`config.mk`:
```
export PLATFORM = sky130hd
export DESIGN_NAME = spi_mem_arbiter
export DESIGN_NICKNAME = d
export VERILOG_FILES = /design/src/rtl/spi_mem_arbiter.sv
export SDC_FILE = /design/constraint.sdc
export NUM_CORES = 1
export LEC_CHECK = 0
export ABC_AREA = 1
export ABC_CLOCK_PERIOD_IN_PS = 7300
export CORE_ASPECT_RATIO = 1.2
export CORE_UTILIZATION = 40
export CTS_CLUSTER_SIZE = 10
export DETAILED_ROUTE_END_ITERATION = 7
export GPL_TIMING_DRIVEN = 0
export HOLD_SLACK_MARGIN = 0.15
export PLACE_DENSITY = 0.79
export SYNTH_ARGS = -nofsm -noshare
export SYNTH_HDL_FRONTEND = slang
export SYNTH_SLANG_ARGS = --single-unit
```
`constraint.sdc`:
```
create_clock -name clk -period 7.3 [get_ports clk]
set_input_delay 1.095 -clock clk [delete_from_list [all_inputs] [get_ports clk]]
set_output_delay 1.095 -clock clk [all_outputs]
set_load 0.005 [all_outputs]
```
`src/rtl/spi_mem_arbiter.sv`:
```
// Arbitrates instruction-fetch and data requesters onto one shared SPI transaction engine.
// Define ARB_STARVE_GUARD_EN to bound data priority with the instruction-starvation counter.
module spi_mem_arbiter #(
    parameter int unsigned STARVE_LIMIT = 4
) (
    input  logic        clk,
    input  logic        rst,
    input  logic        i_req,
    input  logic [31:0] i_addr,
    output logic [31:0] i_rdata,
    output logic        i_ready,
    input  logic        d_req,
    input  logic        d_we,
    input  logic [31:0] d_addr,
    input  logic [31:0] d_wdata,
    input  logic [2:0]  d_flag,
    output logic [31:0] d_rdata,
    output logic        d_ready,
    output logic        spi_start,
    output logic        spi_sel,
    output logic        spi_we,
    output logic [31:0] spi_addr,
    output logic [31:0] spi_wdata,
    output logic [2:0]  spi_flag,
    input  logic        spi_done,
    input  logic [31:0] spi_rdata,
    output logic        grant_d
);

    typedef enum logic [1:0] {IDLE, ISSUE, WAIT, RESP} state_t;

    if (STARVE_LIMIT < 1 || STARVE_LIMIT > 15) begin : g_limit_check
        $error("STARVE_LIMIT must be in 1..15");
    end

    state_t      state_q, state_d;
    logic        spi_start_q, spi_start_d;
    logic        spi_sel_q, spi_sel_d;
    logic        spi_we_q, spi_we_d;
    logic [31:0] spi_addr_q, spi_addr_d;
    logic [31:0] spi_wdata_q, spi_wdata_d;
    logic [2:0]  spi_flag_q, spi_flag_d;
    logic [31:0] i_rdata_q, i_rdata_d;
    logic        i_ready_q, i_ready_d;
    logic [31:0] d_rdata_q, d_rdata_d;
    logic        d_ready_q, d_ready_d;
    logic        grant_d_q, grant_d_d;

    logic        forced_instr;
    logic        take_data;
    logic        take_instr;

    assign take_data  = (state_q == IDLE) && d_req && !forced_instr;
    assign take_instr = (state_q == IDLE) && !take_data && i_req;

`ifdef ARB_STARVE_GUARD_EN
    localparam logic [3:0] LIMIT4 = STARVE_LIMIT[3:0];

    logic [3:0] starve_q, starve_d;

    assign forced_instr = (starve_q >= LIMIT4) && i_req;

    // Counts data grants that jumped ahead of a waiting fetch; only IDLE cycles matter.
    always_comb begin
        starve_d = starve_q;
        if (state_q == IDLE) begin
            if (!i_req || take_instr) begin
                starve_d = 4'd0;
            end else if (take_data && starve_q != 4'hF) begin
                starve_d = starve_q + 4'd1;
            end
        end
    end

    always_ff @(posedge clk or posedge rst) begin
        if (rst) begin
            starve_q <= 4'd0;
        end else begin
            starve_q <= starve_d;
        end
    end
`else
    assign forced_instr = 1'b0;
`endif

    always_comb begin
        state_d     = state_q;
        spi_start_d = 1'b0;
        i_ready_d   = 1'b0;
        d_ready_d   = 1'b0;
        spi_sel_d   = spi_sel_q;
        spi_we_d    = spi_we_q;
        spi_addr_d  = spi_addr_q;
        spi_wdata_d = spi_wdata_q;
        spi_flag_d  = spi_flag_q;
        i_rdata_d   = i_rdata_q;
        d_rdata_d   = d_rdata_q;
        grant_d_d   = grant_d_q;

        case (state_q)
            IDLE: begin
                if (take_data) begin
                    grant_d_d   = 1'b1;
                    spi_we_d    = d_we;
                    spi_addr_d  = d_addr;
                    spi_wdata_d = d_wdata;
                    spi_flag_d  = d_flag;
                    spi_sel_d   = ~d_addr[31];
                    spi_start_d = 1'b1;
                    state_d     = ISSUE;
                end else if (take_instr) begin
                    grant_d_d   = 1'b0;
                    spi_we_d    = 1'b0;
                    spi_addr_d  = i_addr;
                    spi_wdata_d = 32'h0;
                    spi_flag_d  = 3'b010;
                    spi_sel_d   = ~i_addr[31];
                    spi_start_d = 1'b1;
                    state_d     = ISSUE;
                end
            end
            ISSUE: begin
                state_d = WAIT;
            end
            WAIT: begin
                // Write completions also refresh d_rdata; the content is meaningless there.
                if (spi_done) begin
                    if (grant_d_q) begin
                        d_rdata_d = spi_rdata;
                        d_ready_d = 1'b1;
                    end else begin
                        i_rdata_d = spi_rdata;
                        i_ready_d = 1'b1;
                    end
                    state_d = RESP;
                end
            end
            RESP: begin
                state_d = IDLE;
            end
            default: begin
                state_d = IDLE;
            end
        endcase
    end

    always_ff @(posedge clk or posedge rst) begin
        if (rst) begin
            state_q     <= IDLE;
            spi_start_q <= 1'b0;
            spi_sel_q   <= 1'b0;
            spi_we_q    <= 1'b0;
            spi_addr_q  <= 32'h0;
            spi_wdata_q <= 32'h0;
            spi_flag_q  <= 3'b000;
            i_rdata_q   <= 32'h0;
            i_ready_q   <= 1'b0;
            d_rdata_q   <= 32'h0;
            d_ready_q   <= 1'b0;
            grant_d_q   <= 1'b0;
        end else begin
            state_q     <= state_d;
            spi_start_q <= spi_start_d;
            spi_sel_q   <= spi_sel_d;
            spi_we_q    <= spi_we_d;
            spi_addr_q  <= spi_addr_d;
            spi_wdata_q <= spi_wdata_d;
            spi_flag_q  <= spi_flag_d;
            i_rdata_q   <= i_rdata_d;
            i_ready_q   <= i_ready_d;
            d_rdata_q   <= d_rdata_d;
            d_ready_q   <= d_ready_d;
            grant_d_q   <= grant_d_d;
        end
    end

    assign spi_start = spi_start_q;
    assign spi_sel   = spi_sel_q;
    assign spi_we    = spi_we_q;
    assign spi_addr  = spi_addr_q;
    assign spi_wdata = spi_wdata_q;
    assign spi_flag  = spi_flag_q;
    assign i_rdata   = i_rdata_q;
    assign i_ready   = i_ready_q;
    assign d_rdata   = d_rdata_q;
    assign d_ready   = d_ready_q;
    assign grant_d   = grant_d_q;

endmodule
```
==> flow_metrics.env, run 1 <==
export IMPL_viasPerCell=4.883
export IMPL_worstSetupEndpoint="spi_addr[19]"
export IMPL_io_pins=274
export IMPL_crit_cells=1
export IMPL_path_delay_family="buffers and inverters"
export IMPL_rsz0062_at_grt="false"
export IMPL_vias=5610
export IMPL_drc=23
export IMPL_post_cts_resized=0
export IMPL_cts_inserted_buffers=17
export IMPL_slew_headroom=0.5547
export IMPL_syn_area_um2=5756
export IMPL_die_area_um2=14870
export IMPL_synth_top_area_frac=0.6043
export IMPL_cp_cell_sequence="clkdlybuf4s50_1"
export IMPL_cts_max_level=4
export IMPL_wl_per_cell_um=15.42
export IMPL_clk_latency_ns=0.41
export IMPL_post_cts_buffers=0
export IMPL_ys_seq_elements=139
export IMPL_max_clock_path_buffers=2
export IMPL_core_rowCount=47
export IMPL_ys_types=15
export IMPL_cap_violations=0
export IMPL_grt_usage=0.2464
export IMPL_grt_pass1_wl_um=28610
export IMPL_wl_um=17720
export IMPL_p_per_area_nw_per_um2=405.2
export IMPL_irDropWorstVdd_v=0.0001771
export IMPL_synth_area_leaders="dfrtp_1 60%, nand2_1 20%, nand3_1 6.3%"
export IMPL_max_freq_ghz=0.4134
export IMPL_nets=1105
export IMPL_portBuffers=272
export IMPL_antenna_found_initial=0
export IMPL_postLayoutCoreUtil=0.6696
export IMPL_worstRegToRegCells=6
export IMPL_area_growth_syn_to_layout_pct=62.15
export IMPL_hold_viol=0
export IMPL_die_x_um=111.5
export IMPL_dr_pass1_iters=7
export IMPL_syn_nets=813
export IMPL_final_layout_size_suffix_gt1_frac=0.06953
export IMPL_finalMaxSlewViolations=0
export IMPL_tns_ns=0
export IMPL_root_buffer="clkbuf_16"
export IMPL_clock_sinks=139
export IMPL_path_buf_inv=1
export IMPL_syn_avg_cell_area_um2=8.552
export IMPL_failed_checks="design-rule violations"
export IMPL_skew_ns=0.01753
export IMPL_period_minus_slack_ns=2.419
export IMPL_min_period_over_period=0.3313
export IMPL_core_um2=13940
export IMPL_ant_nets=0
export IMPL_drtIter0Drc=343
export IMPL_crit_fanout=2
export IMPL_hold_buffers=0
export IMPL_critical_path_endpoint_type="output pin"
export IMPL_arrival_ns=1.32
export IMPL_postSynthCellCount=673
export IMPL_setup_violations_final=0
export IMPL_max_stage_delay_ns=0.56
export IMPL_cp_slowest_cell="clkdlybuf4s50_1"
export IMPL_initial_utilization=0.4130
export IMPL_antennaDiodeCount=0
export IMPL_cp_required_ns=6.20
export IMPL_yosysSeqAreaShare=0.6043
export IMPL_die_y_um=133.4
export IMPL_grt_pass1_vias=5650
export IMPL_yosysTopAreaCell="dfrtp_1"
export IMPL_status="finished, violations left"
export IMPL_overflow=0
export IMPL_cts_reportedPaths_clkPinSlew_ns=0.06
export IMPL_r2r_start="state_q[0]$_DFFE_PP0P_"
export IMPL_cts_tree="done"
export IMPL_gp_congestion=0.8759
export IMPL_reg2reg_to="d_rdata[7]$_DFFE_PP0P_"
export IMPL_leakagePower_uw=0.004604
export IMPL_hold_path_class="reg -> reg"
export IMPL_yosysWarningCount=0
export IMPL_regToRegSetupSlack_ns=5.61
export IMPL_tightest_slew_ns=0.6679
export IMPL_crit_type="reg -> out"
export IMPL_crit_start="spi_addr[19]$_DFFE_PP0P_"
export IMPL_grt_max_degree=73
export IMPL_dp_hpwl_um=13010
export IMPL_cp_start_kind="flip-flop"
## stage by stage
stage | hold WS, ns | area (µm²) | setup WS (ns) | total power [µW] | cells
2_1_floorplan | 0.4419 | 5756 | 2.480 | 1925 | 673
3_3_place_gp | 0.4538 | 8692 | 0.5138 | 2862 | 1116
3_5_place_dp | 0.4583 | 8725 | 4.690 | 2905 | 1117
4_1_cts | 0.4739 | 9333 | 4.854 | 3812 | 1149
5_1_grt | 0.4900 | 9333 | 4.836 | 4035 | 1149
6_report | 0.4714 | 9333 | 4.881 | 3782 | 1149
## logic make-up after synthesis
group                      after synthesis  share of synthesized area
buffers and inverters                   84                    0.06413
AOI/OAI and AO/OA                       67                    0.06022
adders and majority gates                3                   0.006522
and+or+nand+nor                        380                     0.2648
DFF                                    139                     0.6043
## state kept, by name, indices dropped and copies added (netlist names)
signal     flops
d_rdata       32
i_rdata       32
spi_addr      32
spi_wdata     32
spi_flag       3
state_q        2
d_ready        1
grant_d        1
i_ready        1
spi_sel        1
spi_start      1
spi_we         1
## cells in the mapped netlist
| master | instances |
|---|---|
| o21ai_0 | 66 |
| clkbuf_1 | 12 |
| inv_1 | 41 |
| buf_2 | 25 |
| dfrtp_1 | 139 |
| or2_2 | 1 |
| o21ai_4 | 1 |
| nor2_1 | 3 |
| buf_6 | 1 |
| buf_1 | 1 |
| ha_1 | 3 |
| buf_4 | 4 |
| nand2_2 | 2 |
| nand3_1 | 72 |
| nand2_1 | 302 |
## routing by layer
layer	wire, µm	track usage	vias to the layer above
met5	0	0	-
met4	533	0.1141	0
met3	1623	0.06688	37
met2	8891	0.4222	271
met1	6672	0.2880	2618
li1	-	-	2684
## layout make-up
| type | instances | area (µm²) |
|---|---|---|
| fillers | 1157 | 4604 |
| flip-flops and latches | 139 | 3478 |
| repair buffers | 273 | 2750 |
| multi-input cells | 450 | 1908 |
| clock buffers | 19 | 452.9 |
| plain buffers | 43 | 215.2 |
| well taps | 171 | 214.0 |
| inverters | 41 | 158.9 |
| clock inverters | 13 | 155.1 |
## placed cells by master (no fill, tap or decap), types with 3 or more instances in the layout
cell and instances:
nand2_1 302, clkbuf_1 12, ha_1 3, buf_2 25, clkdlybuf4s50_1 272, nand3_1 72
o21ai_0 66, buf_4 4, clkinvlp_4 3, dfrtp_1 139, nor2_1 3, inv_1 40
clkbuf_16 17, inv_6 7
## worst min-delay path by stage
stage                     cells after the start  slack, ns                   endpoint                      start
after floorplan                               2       0.44     state_q[0]$_DFFE_PP0P_     state_q[0]$_DFFE_PP0P_
after global placement                        2       0.45  spi_wdata[10]$_DFFE_PP0P_  spi_wdata[10]$_DFFE_PP0P_
after detailed placement                      2       0.46   spi_wdata[0]$_DFFE_PP0P_   spi_wdata[0]$_DFFE_PP0P_
after CTS                                     2       0.47   spi_wdata[0]$_DFFE_PP0P_   spi_wdata[0]$_DFFE_PP0P_
after global routing                          2       0.49  spi_wdata[12]$_DFFE_PP0P_  spi_wdata[12]$_DFFE_PP0P_
final                                         2       0.47   spi_wdata[5]$_DFFE_PP0P_   spi_wdata[5]$_DFFE_PP0P_
## report_power, final
| group | internal, µW | total [µW] | leakage, µW | switching [µW] |
|---|---|---|---|---|
| combinational | 869 | 1590 | 0.00257 | 724 |
| clock | 531 | 885 | 0.000290 | 354 |
| sequential | 1120 | 1300 | 0.00175 | 187 |
No activity file was read; power rests on OpenSTA's default activity.
==> run 2: changes to the inputs <==
ABC_CLOCK_PERIOD_IN_PS = 2000   (was 7300)
CORE_UTILIZATION = 37   (was 40)
PLACE_DENSITY = 0.77   (was 0.79)
clock period = 2 ns   (was 7.3 ns; I/O delays follow)
==> run 2 against run 1 <==
Sequential power rose to 3.7 times the previous value. Core utilization down 4.5 points. Sequential cell count unchanged. Critical path depth up 5. Wire length up 1.1%. First-iteration DRC count down 0.58%. Worst setup slack worse by 4.6 ns. Die area up 8.0%. Final cell count up 3.0%. Total power rose to 3.6 times the previous value. The run now ends clean. Worst hold slack worse by 0.26 ns.
==> flow_metrics.env, run 2 (synthesis gave the netlist of run 1 again) <==
export IMPL_cts_inserted_buffers=17
export IMPL_core_um2=15080
export IMPL_dr_pass1_iters=5
export IMPL_cp_cell_sequence="inv_1 -> ha_1 -> nand3_1 -> buf_2 -> clkbuf_1 -> o21ai_0"
export IMPL_status="completed"
export IMPL_core_rowCount=49
export IMPL_final_area_um2=9422
export IMPL_cts_tree="done"
export IMPL_antenna_found_initial=0
export IMPL_root_buffer="clkbuf_16"
export IMPL_crit_start="state_q[0]$_DFFE_PP0P_"
export IMPL_hold_buffers=0
export IMPL_die_y_um=138.6
export IMPL_power_switching_uw=4590
export IMPL_initial_utilization=0.3816
export IMPL_p_seq_frac=0.347
export IMPL_cts_reportedPaths_clkPinSlew_ns=0.06
export IMPL_reg2reg_to="i_rdata[16]$_DFFE_PP0P_"
export IMPL_grt_usage=0.2326
export IMPL_dp_hpwl_um=13720
export IMPL_max_stage_delay_ns=0.37
export IMPL_portBuffers=272
export IMPL_p_per_area_nw_per_um2=1460
export IMPL_drc=0
export IMPL_cp_slowest_cell="clkbuf_1"
export IMPL_final_cell_mix="302 x nand2_1, 272 x clkdlybuf4s50_1, 139 x dfrtp_1"
export IMPL_place_area_um2=8825
export IMPL_antennaDiodeCount=0
export IMPL_slew_headroom=0.6649
export IMPL_grt_pass1_vias=5464
export IMPL_crit_type="reg -> reg"
export IMPL_skew_ns=0.01263
export IMPL_pre_cts_ws_ns=0.2192
export IMPL_clock_sinks=139
export IMPL_nets=1108
export IMPL_viasPerCell=4.754
export IMPL_cap_violations=0
export IMPL_area_growth_syn_to_layout_pct=63.70
export IMPL_irDropWorstVdd_v=0.0007266
export IMPL_ant_nets=0
export IMPL_overflow=0
export IMPL_arrival_ns=1.98
export IMPL_worstRegToRegCells=6
export IMPL_gp_congestion=0.7972
export IMPL_cp_start_kind="flip-flop"
export IMPL_io_pins=274
export IMPL_grt_max_degree=42
export IMPL_critical_path_endpoint_type="flip-flop"
export IMPL_max_freq_ghz=0.5840
export IMPL_r2r_start="state_q[0]$_DFFE_PP0P_"
export IMPL_grt_pass1_wl_um=28390
export IMPL_nFillCells=1304
export IMPL_drtIter0Drc=341
export IMPL_finalMaxSlewViolations=0
export IMPL_switching_share=0.3338
export IMPL_final_layout_size_suffix_gt1_frac=0.07143
export IMPL_post_cts_buffers=0
export IMPL_worstSetupEndpoint="i_rdata[16]$_DFFE_PP0P_"
export IMPL_tightest_slew_ns=0.5026
export IMPL_wl_per_cell_um=15.13
export IMPL_leakagePower_uw=0.004622
export IMPL_comb_power_share=0.422
export IMPL_setup_violations_final=0
export IMPL_max_clock_path_buffers=2
export IMPL_rsz0062_at_grt="false"
export IMPL_clkPwrFrac=0.232
export IMPL_vias=5629
export IMPL_hold_viol=0
export IMPL_clk_latency_ns=0.42
export IMPL_wl_um=17910
export IMPL_die_x_um=115.9
export IMPL_min_period_over_period=0.8562
export IMPL_die_area_um2=16060
export IMPL_hold_path_class="in -> async"
export IMPL_crit_fanout=10
export IMPL_cts_max_level=4
export IMPL_period_minus_slack_ns=1.712
export IMPL_cp_required_ns=2.27
export IMPL_post_route_worst_setup_slack_ns=0.2877
export IMPL_layout_commonest_cell="nand2_1"
export IMPL_intPower_uw=9163
export IMPL_regToRegSetupSlack_ns=0.29
export IMPL_post_cts_resized=0
-- run 2: cell count changes in the layout (fill, tap and decap cells not counted) --
cell	delta
buf_12	+3
clkbuf_8	-1
clkinvlp_4	+1
inv_6	-2
inv_8	+1
-- run 2: through the flow --
| stage | hold WS, ns | TNS [ns] | utilization | instances | power [µW] |
|---|---|---|---|---|---|
| 4_1_cts | 0.2000 | 0 | 0.6247 | 1184 | 13900 |
| 6_report | 0.2115 | 0 | 0.6247 | 1184 | 13750 |
| 3_3_place_gp | 0.4543 | -176.30 | 0.5793 | 1149 | 10450 |
| 2_1_floorplan | 0.4327 | -4.880 | - | 673 | 7026 |
| 5_1_grt | 0.2282 | 0 | 0.6247 | 1184 | 14740 |
| 3_5_place_dp | 0.4586 | 0 | 0.5851 | 1153 | 10650 |
-- run 2: area by class of cell --
| class | instances | area [µm²] | area share |
|---|---|---|---|
| multi-input combinational | 450 | 1908 | 0.2025 |
| inverter | 41 | 157.7 | 0.01673 |
| timing repair buffer | 276 | 2810 | 0.2983 |
| buffer | 43 | 215.2 | 0.02284 |
| tap | 204 | 255.2 | 0.02709 |
| clock buffer | 18 | 439.2 | 0.04661 |
| sequential | 139 | 3478 | 0.3692 |
| clock inverter | 13 | 157.7 | 0.01673 |
-- run 2: power groups by stage --
stage / Sequential (µW) / Combinational (µW) / Clock, µW
after floorplan: 4850 / 2180 / 0
after global placement: 4750 / 5700 / 0
after detailed placement: 4790 / 5860 / 0
after CTS: 4770 / 5870 / 3250
after global routing: 4920 / 6430 / 3400
final: 4770 / 5800 / 3190
-- run 2: worst min-delay path by stage --
| stage | end | slack, ns | cells past startpoint |
|---|---|---|---|
| 2_1_floorplan | spi_flag[0]$_DFFE_PP0P_ | 0.43 | 2 |
| 3_3_place_gp | spi_wdata[18]$_DFFE_PP0P_ | 0.45 | 2 |
| 3_5_place_dp | spi_wdata[9]$_DFFE_PP0P_ | 0.46 | 2 |
| 4_1_cts | spi_flag[0]$_DFFE_PP0P_ | 0.20 | 2 |
| 5_1_grt | spi_wdata[4]$_DFFE_PP0P_ | 0.23 | 2 |
| 6_report | spi_wdata[8]$_DFFE_PP0P_ | 0.21 | 2 |
-- run 2: metal layers --
| metal | global-route usage | wire, µm |
|---|---|---|
| met1 | 0.2559 | 6766 |
| met2 | 0.4054 | 9179 |
| met3 | 0.07430 | 1472 |
| met4 | 0.09919 | 490 |
| met5 | 0 | 0 |
-- run 2: critical path: cells and delay by family, from the launching register on --
kind / cells / cell delay, ns
buffers and inverters: 3 / 0.70
DFF: 1 / 0.34
adders and majority gates: 1 / 0.25
AOI/OAI and AO/OA: 1 / 0.17
and+or+nand+nor: 1 / 0.11
